`src/rtl/alu_issue_stage.sv`:
```
// ALU issue stage: registers a decoded RV32I instruction, drives the embedded ALU,
// resolves branches/jumps and presents a registered result packet downstream.
module alu_issue_stage (
  input  logic        clk,
  input  logic        rst,
  input  logic        in_valid,
  output logic        in_ready,
  input  logic [6:0]  in_opcode,
  input  logic [2:0]  in_funct3,
  input  logic        in_funct7_5,
  input  logic [31:0] in_rs1,
  input  logic [31:0] in_rs2,
  input  logic [31:0] in_imm,
  input  logic [31:0] in_pc,
  output logic        out_valid,
  input  logic        out_ready,
  output logic [31:0] out_result,
  output logic        out_rd_we,
  output logic        out_br_taken,
  output logic [31:0] out_br_target,
  output logic        out_illegal
);

  localparam logic [3:0] FnAdd  = 4'b0000, FnSub  = 4'b0001, FnPassB = 4'b0011;
  localparam logic [3:0] FnOr   = 4'b0100, FnAnd  = 4'b0101, FnXor   = 4'b0111;
  localparam logic [3:0] FnSll  = 4'b1000, FnSrl  = 4'b1001, FnSra   = 4'b1010;
  localparam logic [3:0] FnSlli = 4'b0010, FnSrli = 4'b0110, FnSrai  = 4'b1011;
  localparam logic [3:0] FnSlt  = 4'b1101, FnSltu = 4'b1111;

  localparam logic [6:0] OpReg = 7'b0110011, OpImm  = 7'b0010011, OpLui    = 7'b0110111;
  localparam logic [6:0] OpAui = 7'b0010111, OpLoad = 7'b0000011, OpStore  = 7'b0100011;
  localparam logic [6:0] OpBr  = 7'b1100011, OpJal  = 7'b1101111, OpJalr   = 7'b1100111;

  logic        s_valid, s_f7;
  logic [6:0]  s_opcode;
  logic [2:0]  s_funct3;
  logic [31:0] s_rs1, s_rs2, s_imm, s_pc;
  logic        o_load;

  assign o_load   = s_valid & (~out_valid | out_ready);
  assign in_ready = ~s_valid | o_load;

  always_ff @(posedge clk or posedge rst) begin
    if (rst) begin
      s_valid  <= 1'b0;
      s_opcode <= '0;
      s_funct3 <= '0;
      s_f7     <= 1'b0;
      s_rs1    <= '0;
      s_rs2    <= '0;
      s_imm    <= '0;
      s_pc     <= '0;
    end else if (in_ready) begin
      s_valid <= in_valid;
      if (in_valid) begin
        s_opcode <= in_opcode;
        s_funct3 <= in_funct3;
        s_f7     <= in_funct7_5;
        s_rs1    <= in_rs1;
        s_rs2    <= in_rs2;
        s_imm    <= in_imm;
        s_pc     <= in_pc;
      end
    end
  end

  logic [3:0]  alufn;
  logic [31:0] alu_a, alu_b;
  logic [4:0]  shamt;

  always_comb begin
    alufn = FnAdd;
    alu_a = s_rs1;
    alu_b = s_rs2;
    shamt = s_imm[4:0];
    unique case (s_opcode)
      OpReg, OpImm: begin
        if (s_opcode == OpImm) alu_b = s_imm;
        unique case (s_funct3)
          3'b000: alufn = (s_opcode == OpReg && s_f7) ? FnSub : FnAdd;
          3'b001: alufn = (s_opcode == OpReg) ? FnSll : FnSlli;
          3'b010: alufn = FnSlt;
          3'b011: alufn = FnSltu;
          3'b100: alufn = FnXor;
          3'b101: begin
            if (s_opcode == OpReg) alufn = s_f7 ? FnSra : FnSrl;
            else                   alufn = s_f7 ? FnSrai : FnSrli;
          end
          3'b110: alufn = FnOr;
          default: alufn = FnAnd;
        endcase
      end
      OpLui: begin
        alufn = FnPassB;
        alu_b = s_imm;
      end
      OpAui: begin
        alu_a = s_pc;
        alu_b = s_imm;
      end
      OpLoad, OpStore, OpJalr: alu_b = s_imm;
      OpBr: alufn = FnSub;
      default: ;
    endcase
  end

  // Embedded combinational ALU; flags come from the shared add/subtract path.
  logic        use_sub, carry, zf, sf, vf, cf;
  logic [31:0] b_eff, sum, alu_r;

  always_comb begin
    use_sub      = (alufn == FnSub) || (alufn == FnSlt) || (alufn == FnSltu);
    b_eff        = use_sub ? ~alu_b : alu_b;
    {carry, sum} = {1'b0, alu_a} + {1'b0, b_eff} + {32'd0, use_sub};
    vf           = (alu_a[31] == b_eff[31]) && (sum[31] != alu_a[31]);
    unique case (alufn)
      FnAdd, FnSub: alu_r = sum;
      FnPassB:      alu_r = alu_b;
      FnOr:         alu_r = alu_a | alu_b;
      FnAnd:        alu_r = alu_a & alu_b;
      FnXor:        alu_r = alu_a ^ alu_b;
      FnSll:        alu_r = alu_a << alu_b[4:0];
      FnSrl:        alu_r = alu_a >> alu_b[4:0];
      FnSra:        alu_r = $unsigned($signed(alu_a) >>> alu_b[4:0]);
      FnSlli:       alu_r = alu_a << shamt;
      FnSrli:       alu_r = alu_a >> shamt;
      FnSrai:       alu_r = $unsigned($signed(alu_a) >>> shamt);
      FnSlt:        alu_r = {31'd0, sum[31] ^ vf};
      FnSltu:       alu_r = {31'd0, ~carry};
      default:      alu_r = '0;
    endcase
    zf = (alu_r == 32'd0);
    sf = alu_r[31];
    cf = carry;
  end

  logic [31:0] pc_plus4, pc_plus_imm, p_result, p_target;
  logic        p_rd_we, p_taken, p_illegal;

  assign pc_plus4    = s_pc + 32'd4;
  assign pc_plus_imm = s_pc + s_imm;

  always_comb begin
    p_result  = alu_r;
    p_rd_we   = 1'b0;
    p_taken   = 1'b0;
    p_target  = '0;
    p_illegal = 1'b0;
    unique case (s_opcode)
      OpReg, OpImm, OpLui, OpAui, OpLoad: p_rd_we = 1'b1;
      OpStore: ;
      OpBr: begin
        p_result = '0;
        p_target = pc_plus_imm;
        unique case (s_funct3)
          3'b000: p_taken = zf;
          3'b001: p_taken = ~zf;
          3'b100: p_taken = sf ^ vf;
          3'b101: p_taken = ~(sf ^ vf);
          3'b110: p_taken = ~cf;
          3'b111: p_taken = cf;
          default: begin
            p_illegal = 1'b1;
            p_target  = '0;
          end
        endcase
      end
      OpJal: begin
        p_taken  = 1'b1;
        p_target = pc_plus_imm;
        p_result = pc_plus4;
        p_rd_we  = 1'b1;
      end
      OpJalr: begin
        if (s_funct3 == 3'b000) begin
          p_taken  = 1'b1;
          p_target = alu_r & ~32'd1;
          p_result = pc_plus4;
          p_rd_we  = 1'b1;
        end else begin
          p_illegal = 1'b1;
          p_result  = '0;
        end
      end
      default: begin
        p_illegal = 1'b1;
        p_result  = '0;
      end
    endcase
  end

  always_ff @(posedge clk or posedge rst) begin
    if (rst) begin
      out_valid     <= 1'b0;
      out_result    <= '0;
      out_rd_we     <= 1'b0;
      out_br_taken  <= 1'b0;
      out_br_target <= '0;
      out_illegal   <= 1'b0;
    end else if (o_load) begin
      out_valid     <= 1'b1;
      out_result    <= p_result;
      out_rd_we     <= p_rd_we;
      out_br_taken  <= p_taken;
      out_br_target <= p_target;
      out_illegal   <= p_illegal;
    end else if (out_ready) begin
      out_valid <= 1'b0;
    end
  end

endmodule

```
`config.mk`:
```
export PLATFORM = sky130hd
export DESIGN_NAME = alu_issue_stage
export DESIGN_NICKNAME = d
export VERILOG_FILES = /design/src/rtl/alu_issue_stage.sv
export SDC_FILE = /design/constraint.sdc
export NUM_CORES = 1
export LEC_CHECK = 0
export BUFFER_PORTS_ARGS = -buffer_cell sky130_fd_sc_hd__buf_2
export CORE_MARGIN = 2
export CORE_UTILIZATION = 24
export DETAILED_ROUTE_END_ITERATION = 6
export REMOVE_ABC_BUFFERS = 1
export SLEW_MARGIN = 20
export SYNTH_ARGS = -nofsm -noshare
export SYNTH_HDL_FRONTEND = slang
export SYNTH_SLANG_ARGS = --single-unit
```
`constraint.sdc`:
```
create_clock -name clk -period 8.2 [get_ports clk]
set_input_delay 0.82 -clock clk [delete_from_list [all_inputs] [get_ports clk]]
set_output_delay 0.82 -clock clk [all_outputs]
set_load 0.02 [all_outputs]
```
==> run metrics, run 1 <==
Post-DRT Antenna Nets 0; Layout fillers ~9.5k; Final Cycle Share 94.5%; Via density 5.84; critical path startpoint category register; P_leak about 11 nW; latest clock arrival within the worst-skew pair 580 ps; CP Buf/Inv Count 3; Logic pwr share a little over 60%; YS warnings 0; Post-Route Setup TNS 0 ps; data arrival time of the critical path about 8000 ps; clock power share 17.3%; Die Ht 302 um; Ant. Diodes 0; Sw Pwr 0.00323 W; Worst-path clk slew 70 ps; area growth from synthesis to layout 17.8%; Pre-antenna DRT Iters 5; RSZ-0062 raised after global routing no; Crit path largest cell delay about 670 ps; total track usage about a quarter; Async S/R FF share, synth 100%; Max clock buf depth 3; Mean Syn Cell Area 8.38 um2; most common flop cell mapped by yosys dfrtp_1; io pins ~210; Worst setup EP type register; largest area contributor in the netlist dfrtp_1; Synth Cell Area 21,300 um2; Slew @ Worst Pin 1260 ps; Post-DP HPWL 93,200 um; worst rel slew slack 14.9%; reg2reg start s_opcode[6]$_DFFE_PP0P_; max-cap viol count 0; post-synth cell types 95; Rows 109; Sw Share 51.0%; core region area between 80,000 and 90,000 um2; 1st-iter DRT viols 2,972; pin count of the biggest net entering global routing 98; P per Cell Area around 250 nW/um2; R2R Path End out_br_target[30]$_DFFE_PP0P_; Storage cell area 5200 um2; Critical-path top delay cell a221oi_1; Fmax about 130 MHz; Top delay family on crit path compound AO/OA/AOI/OAI gates; Crit Path Category register to register; TritonCTS clock tree yes; Post-synth EDFFs 0; final worst-path setup slack 452 ps; Resize count post-CTS 0; CP startpoint s_opcode[6]$_DFFE_PP0P_; Chip Width ~300 um; clk sink count between 200 and 250; largest fanout on the critical path 27; cell-internal power a little over 0.003 W; Peak VDD IR roughly 0.18 mV; synthesized netlist cell count 2,545; Fin Clk Skew 48.7 ps; DRC violations left 0; vias in the first global route 22.1k; Req. time, crit path 8630 ps; post-synth top area share between 20% and 30%; grt ovf 0; register bit total from synthesis 208; first-pass GRT wire length approximately 160,000 um; fin crit period 7750 ps; Reg2Reg Depth 26; Final nets 3,043; top cells by area, synth dfrtp_1 (24%), mux2_2 (9.2%), ha_1 (7.7%); CTS Buf Count 23; clk root buf clkbuf_16; Worst Hold Class input port to asynchronous set/reset pin; pre-CTS setup slack between 700 and 800 ps; port bufs 211; setup slack, reg-to-reg 450 ps; status complete, no violations; Die Area 91,300 um2; Seq/Total Area, Yosys approximately a quarter; DR WL/cell 29.7 um; via count 23.1k; final WL about 120,000 um; final RePlAce weighted congestion 1.06; Fin. Hold Viols 0; # Post-CTS Setup Buffers 0; initial antenna violation count 3; Slew Viols, Final 0; CTS Hold Buffers Added 0; Multi-input gate area between 15,000 and 20,000 um2; share of post-route cells with drive strength above 1 between 20 and 25%; initial core utilization 24.2%; setup violators final 0; sequential power share 20.8%; H-tree depth 1
## power by group through the flow
| stage | Clock (W) | Combinational [W] | Sequential (W) |
|---|---|---|---|
| after floorplan | 0 | 0.00221 | 0.00128 |
| after global placement | 0 | 0.00379 | 0.00133 |
| after detailed placement | 0 | 0.00377 | 0.00133 |
| after CTS | 0.00112 | 0.00379 | 0.00131 |
| after global routing | 0.00115 | 0.00409 | 0.00133 |
| final | 0.00109 | 0.00392 | 0.00131 |
## cell type report
class,count,area share [%]
clock buffers,32,2.58
multi-input cells,2091,60.6
repair buffers,354,8.57
clock inverters,7,0.408
well taps,1165,5.80
flip-flops and latches,208,20.7
inverters,89,1.36
## stage by stage
stage / hold slack [ps] / std cells / utilization (%) / power [W] / area [um2]
after floorplan: 457 / 2388 / - / 0.00349 / 20600
after global placement: 462 / 3907 / 27.6 / 0.00512 / 24400
after detailed placement: 465 / 3907 / 27.6 / 0.00509 / 24400
after CTS: 409 / 3946 / 28.5 / 0.00621 / 25100
after global routing: 448 / 3946 / 28.5 / 0.00657 / 25100
final: 381 / 3946 / 28.5 / 0.00633 / 25100
## Yosys cell counts (all sizes together) (18+ instances only)
cell type,number
o221ai,18
ha,131
dfrtp,208
o21ai,218
a21oi,165
a221oi,30
xnor2,80
buf,62
nor3,62
mux2i,160
nand2b,23
nand3,88
a21o,30
mux2,175
a22oi,57
a211oi,36
nand4,18
inv,89
nand2,215
clkbuf,95
nor2,180
a31oi,22
o22ai,32
xor2,26
o211ai,44
## routing by layer
| metal | wire length, um | global-route usage [%] | part of all wire, % |
|---|---|---|---|
| met1 | 48300 | 32.9 | 41 |
| met2 | 51500 | 38.5 | 44 |
| met3 | 10400 | 4.19 | 8.9 |
| met4 | 6730 | 12.4 | 5.7 |
| met5 | 0 | 0 | 0 |
## flip-flops by register name (all words and copies together), names as in the netlist, 3 cells and up
name           cells
out_br_target     32
out_result        32
s_funct3           3
s_imm             32
s_opcode           7
s_pc              32
s_rs1             32
s_rs2             32
## worst max path at each step
stage / endpoint / cells after the start
5_1_grt: out_br_taken$_DFFE_PP0P_ / 27
3_3_place_gp: out_br_taken$_DFFE_PP0P_ / 27
3_5_place_dp: out_br_taken$_DFFE_PP0P_ / 26
4_1_cts: out_br_taken$_DFFE_PP0P_ / 26
2_1_floorplan: out_br_taken$_DFFE_PP0P_ / 25
6_report: out_br_target[30]$_DFFE_PP0P_ / 26
## placed cells by master (no fill, tap or decap), types with 26 or more instances in the layout
cell type	count
mux2i_1	151
a22oi_1	57
buf_2	211
nand3_1	88
nor3_1	57
xnor2_1	80
nor2_1	175
nand2_1	213
ha_1	131
xor2_1	26
a211oi_1	36
o21ai_0	205
a21o_1	30
o22ai_1	32
o211ai_1	43
buf_4	141
dfrtp_1	208
inv_1	84
a221oi_1	29
mux2_2	175
a21oi_1	164
## logic make-up after synthesis
group	after synthesis	synth area share, %
and+or+nand+nor	701	15.7
DFF	208	24.4
xor gates and xnor gates	106	4.35
AOI/OAI and AO/OA	811	25.4
adders and majority gates	133	7.87
buffers and inverters	246	4.81
muxes	340	17.4
Note: power is estimated with default switching activity, not from simulation.
==> run 2, diff against run 1 <==
--- a/config.mk
+++ b/config.mk
@@ -6,6 +6,7 @@
 export NUM_CORES = 1
 export LEC_CHECK = 0
 export BUFFER_PORTS_ARGS = -buffer_cell sky130_fd_sc_hd__buf_2
+export CAP_MARGIN = 20
 export CORE_MARGIN = 2
 export CORE_UTILIZATION = 24
 export DETAILED_ROUTE_END_ITERATION = 6
==> constraint.sdc (replaced) <==
create_clock -name clk -period 8.2 [get_ports clk]
set_input_delay 1.23 -clock clk [delete_from_list [all_inputs] [get_ports clk]]
set_output_delay 1.23 -clock clk [all_outputs]
set_load 0.02 [all_outputs]
==> run metrics, run 2 (synthesis gave the netlist of run 1 again) <==
max-cap viol count 0 (unchanged); Rows 109 (unchanged); Fin. Hold Viols 0 (unchanged); latest clock arrival within the worst-skew pair 560 ps (-20 ps); RSZ-0062 raised after global routing no; Slew Viols, Final 0 (unchanged); via count 23.0k (-0.12%); initial antenna violation count 2 (-1); Max clock buf depth 3 (unchanged); 1st-iter DRT viols 2,568 (-14%); data arrival time of the critical path 8090 ps (-90 ps); total track usage 24.6% (-0.059 points); clk sink count 208 (unchanged); final WL 117,000 um (-0.10%); final worst-path setup slack 551 ps (+99.7 ps); DR WL/cell 29.6 um (about the same); placed inst area 24,400 um2 (about the same); Worst-path clk slew 70 ps (about the same); largest fanout on the critical path 37 (+37%); Worst Hold Class register to register; dpl cells 3,906 (-0.026%); grt ovf 0 (unchanged); Post-DRT Antenna Nets 0 (unchanged); Layout fillers 9,503 (+0.25%); io pins 212 (unchanged); vias in the first global route 22.1k (-0.16%); Fin Clk Skew 25.8 ps (-23.0 ps); pre-CTS setup slack 577 ps (-123 ps); commonest non-fill, non-tap cell in the layout nand2_1; port bufs 211 (unchanged); Post-DP HPWL 93,200 um (about the same); H-tree depth 1 (unchanged); Slew @ Worst Pin 1280 ps (+18.8 ps); Final Instance Area 25,200 um2 (+0.22%); Fmax 131 MHz (+1.3%); share of post-route cells with drive strength above 1 23.0% (+0.12 points); commonest cells after routing, fill and taps aside nand2_1 (213), buf_2 (211), dfrtp_1 (208); Final Cycle Share 93.3% (-1.2 points); final RePlAce weighted congestion 1.06 (about the same); status complete, no violations; setup violators final 0 (unchanged); Final nets 3,042 (-0.033%); Die Area 91,300 um2 (unchanged); critical path startpoint category register; core region area 88,200 um2 (unchanged); Final Non-Filler Cells 3,945 (-0.025%); Post-Route Setup TNS 0 ps (unchanged); Crit Path Category register to register; Req. time, crit path 8640 ps (about the same); initial core utilization 24.2% (unchanged); TritonCTS clock tree yes; # Post-CTS Setup Buffers 0 (unchanged); worst rel slew slack 13.6% (-1.3 points); pin count of the biggest net entering global routing 143 (+46%); clk root buf clkbuf_16; Worst setup EP type register; CTS Buf Count 23 (unchanged); fin crit period 7650 ps (-99.7 ps); P per Cell Area 253 nW/um2 (+0.24%); area growth from synthesis to layout 18.1%; P_leak 11.0 nW (+0.11%); DRC violations left 0 (unchanged); Pre-antenna DRT Iters 7 (+2); first-pass GRT wire length 163,000 um (-0.27%); Chip Width 302 um (unchanged); total power 0.00636 W (+0.47%); Via density 5.84 (about the same); Die Ht 302 um (unchanged); Peak VDD IR 0.184 mV (+4.6%)
## run 2: layout make-up
cell class	count	area (um2)	area share (%)
Inverter	89	342	1.36
Sequential cell	208	5200	20.7
Clock buffer	31	656	2.60
Clock inverter	7	123	0.487
Multi-Input combinational cell	2091	15200	60.5
Tap cell	1165	1460	5.79
Antenna cell	1	2.50	0.00994
Timing Repair Buffer	353	2160	8.59
## run 2: layer usage
metal,up-vias,GRT usage [%],part of all wire [%]
li1,10100,-,-
met1,11400,32.5,41
met2,1274,38.0,44
met3,294,4.57,9.0
met4,2,13.2,5.9
met5,-,0,0.018
## run 2: per-stage QoR
| step | util (%) | hold WS [ps] |
|---|---|---|
| 5_1_grt | 28.5 | 508 |
| 6_report | 28.5 | 471 |
| 2_1_floorplan | - | 457 |
| 3_5_place_dp | 27.6 | 466 |
| 3_3_place_gp | 27.6 | 464 |
| 4_1_cts | 28.5 | 479 |
## run 2: worst paths after layout
kind / start / slack (ps) / end / cells after the start
worst min register to register: out_result[25]$_DFFE_PP0P_ / 470 / out_result[25]$_DFFE_PP0P_ / 2
max in group asynchronous: rst / 6200 / s_rs1[17]$_DFFE_PP0P_ / 3
worst min-delay path: out_result[25]$_DFFE_PP0P_ / 470 / out_result[25]$_DFFE_PP0P_ / 2
worst max-delay path: s_opcode[6]$_DFFE_PP0P_ / 550 / out_br_taken$_DFFE_PP0P_ / 20
min in group asynchronous: rst / 730 / out_result[4]$_DFFE_PP0P_ / 2
worst max register to register: s_opcode[6]$_DFFE_PP0P_ / 550 / out_br_taken$_DFFE_PP0P_ / 20
## run 2: what timing repair did
action / in CTS / in global routing
hold buffers: 0 / 0
endpoints found under the setup margin: 0 / 1
resized for setup: 0 / 4
## run 2: critical path: stages (launching register included)
cell and delay [ps]:
dfrtp_1 530, nor3b_4 370, nand3_1 200, ha_1 330, nand2_1 70, a211o_1 390
a2111oi_4 820, mux2i_4 860, buf_12 300, nand2_1 70, o21ai_1 190, o22ai_1 130
a221oi_1 670, o221a_2 340, nand3_1 460, or4_1 670, nor4_1 280, nand4_1 170
nor4_2 360, a41o_1 220, nand3_1 70
## run 2: power breakdown
group          switching, W  leakage, nW  internal, W
Sequential         0.000169         2.57      0.00115
Combinational       0.00260         8.02      0.00134
Clock              0.000456        0.374     0.000651
Total               0.00322         11.0      0.00314
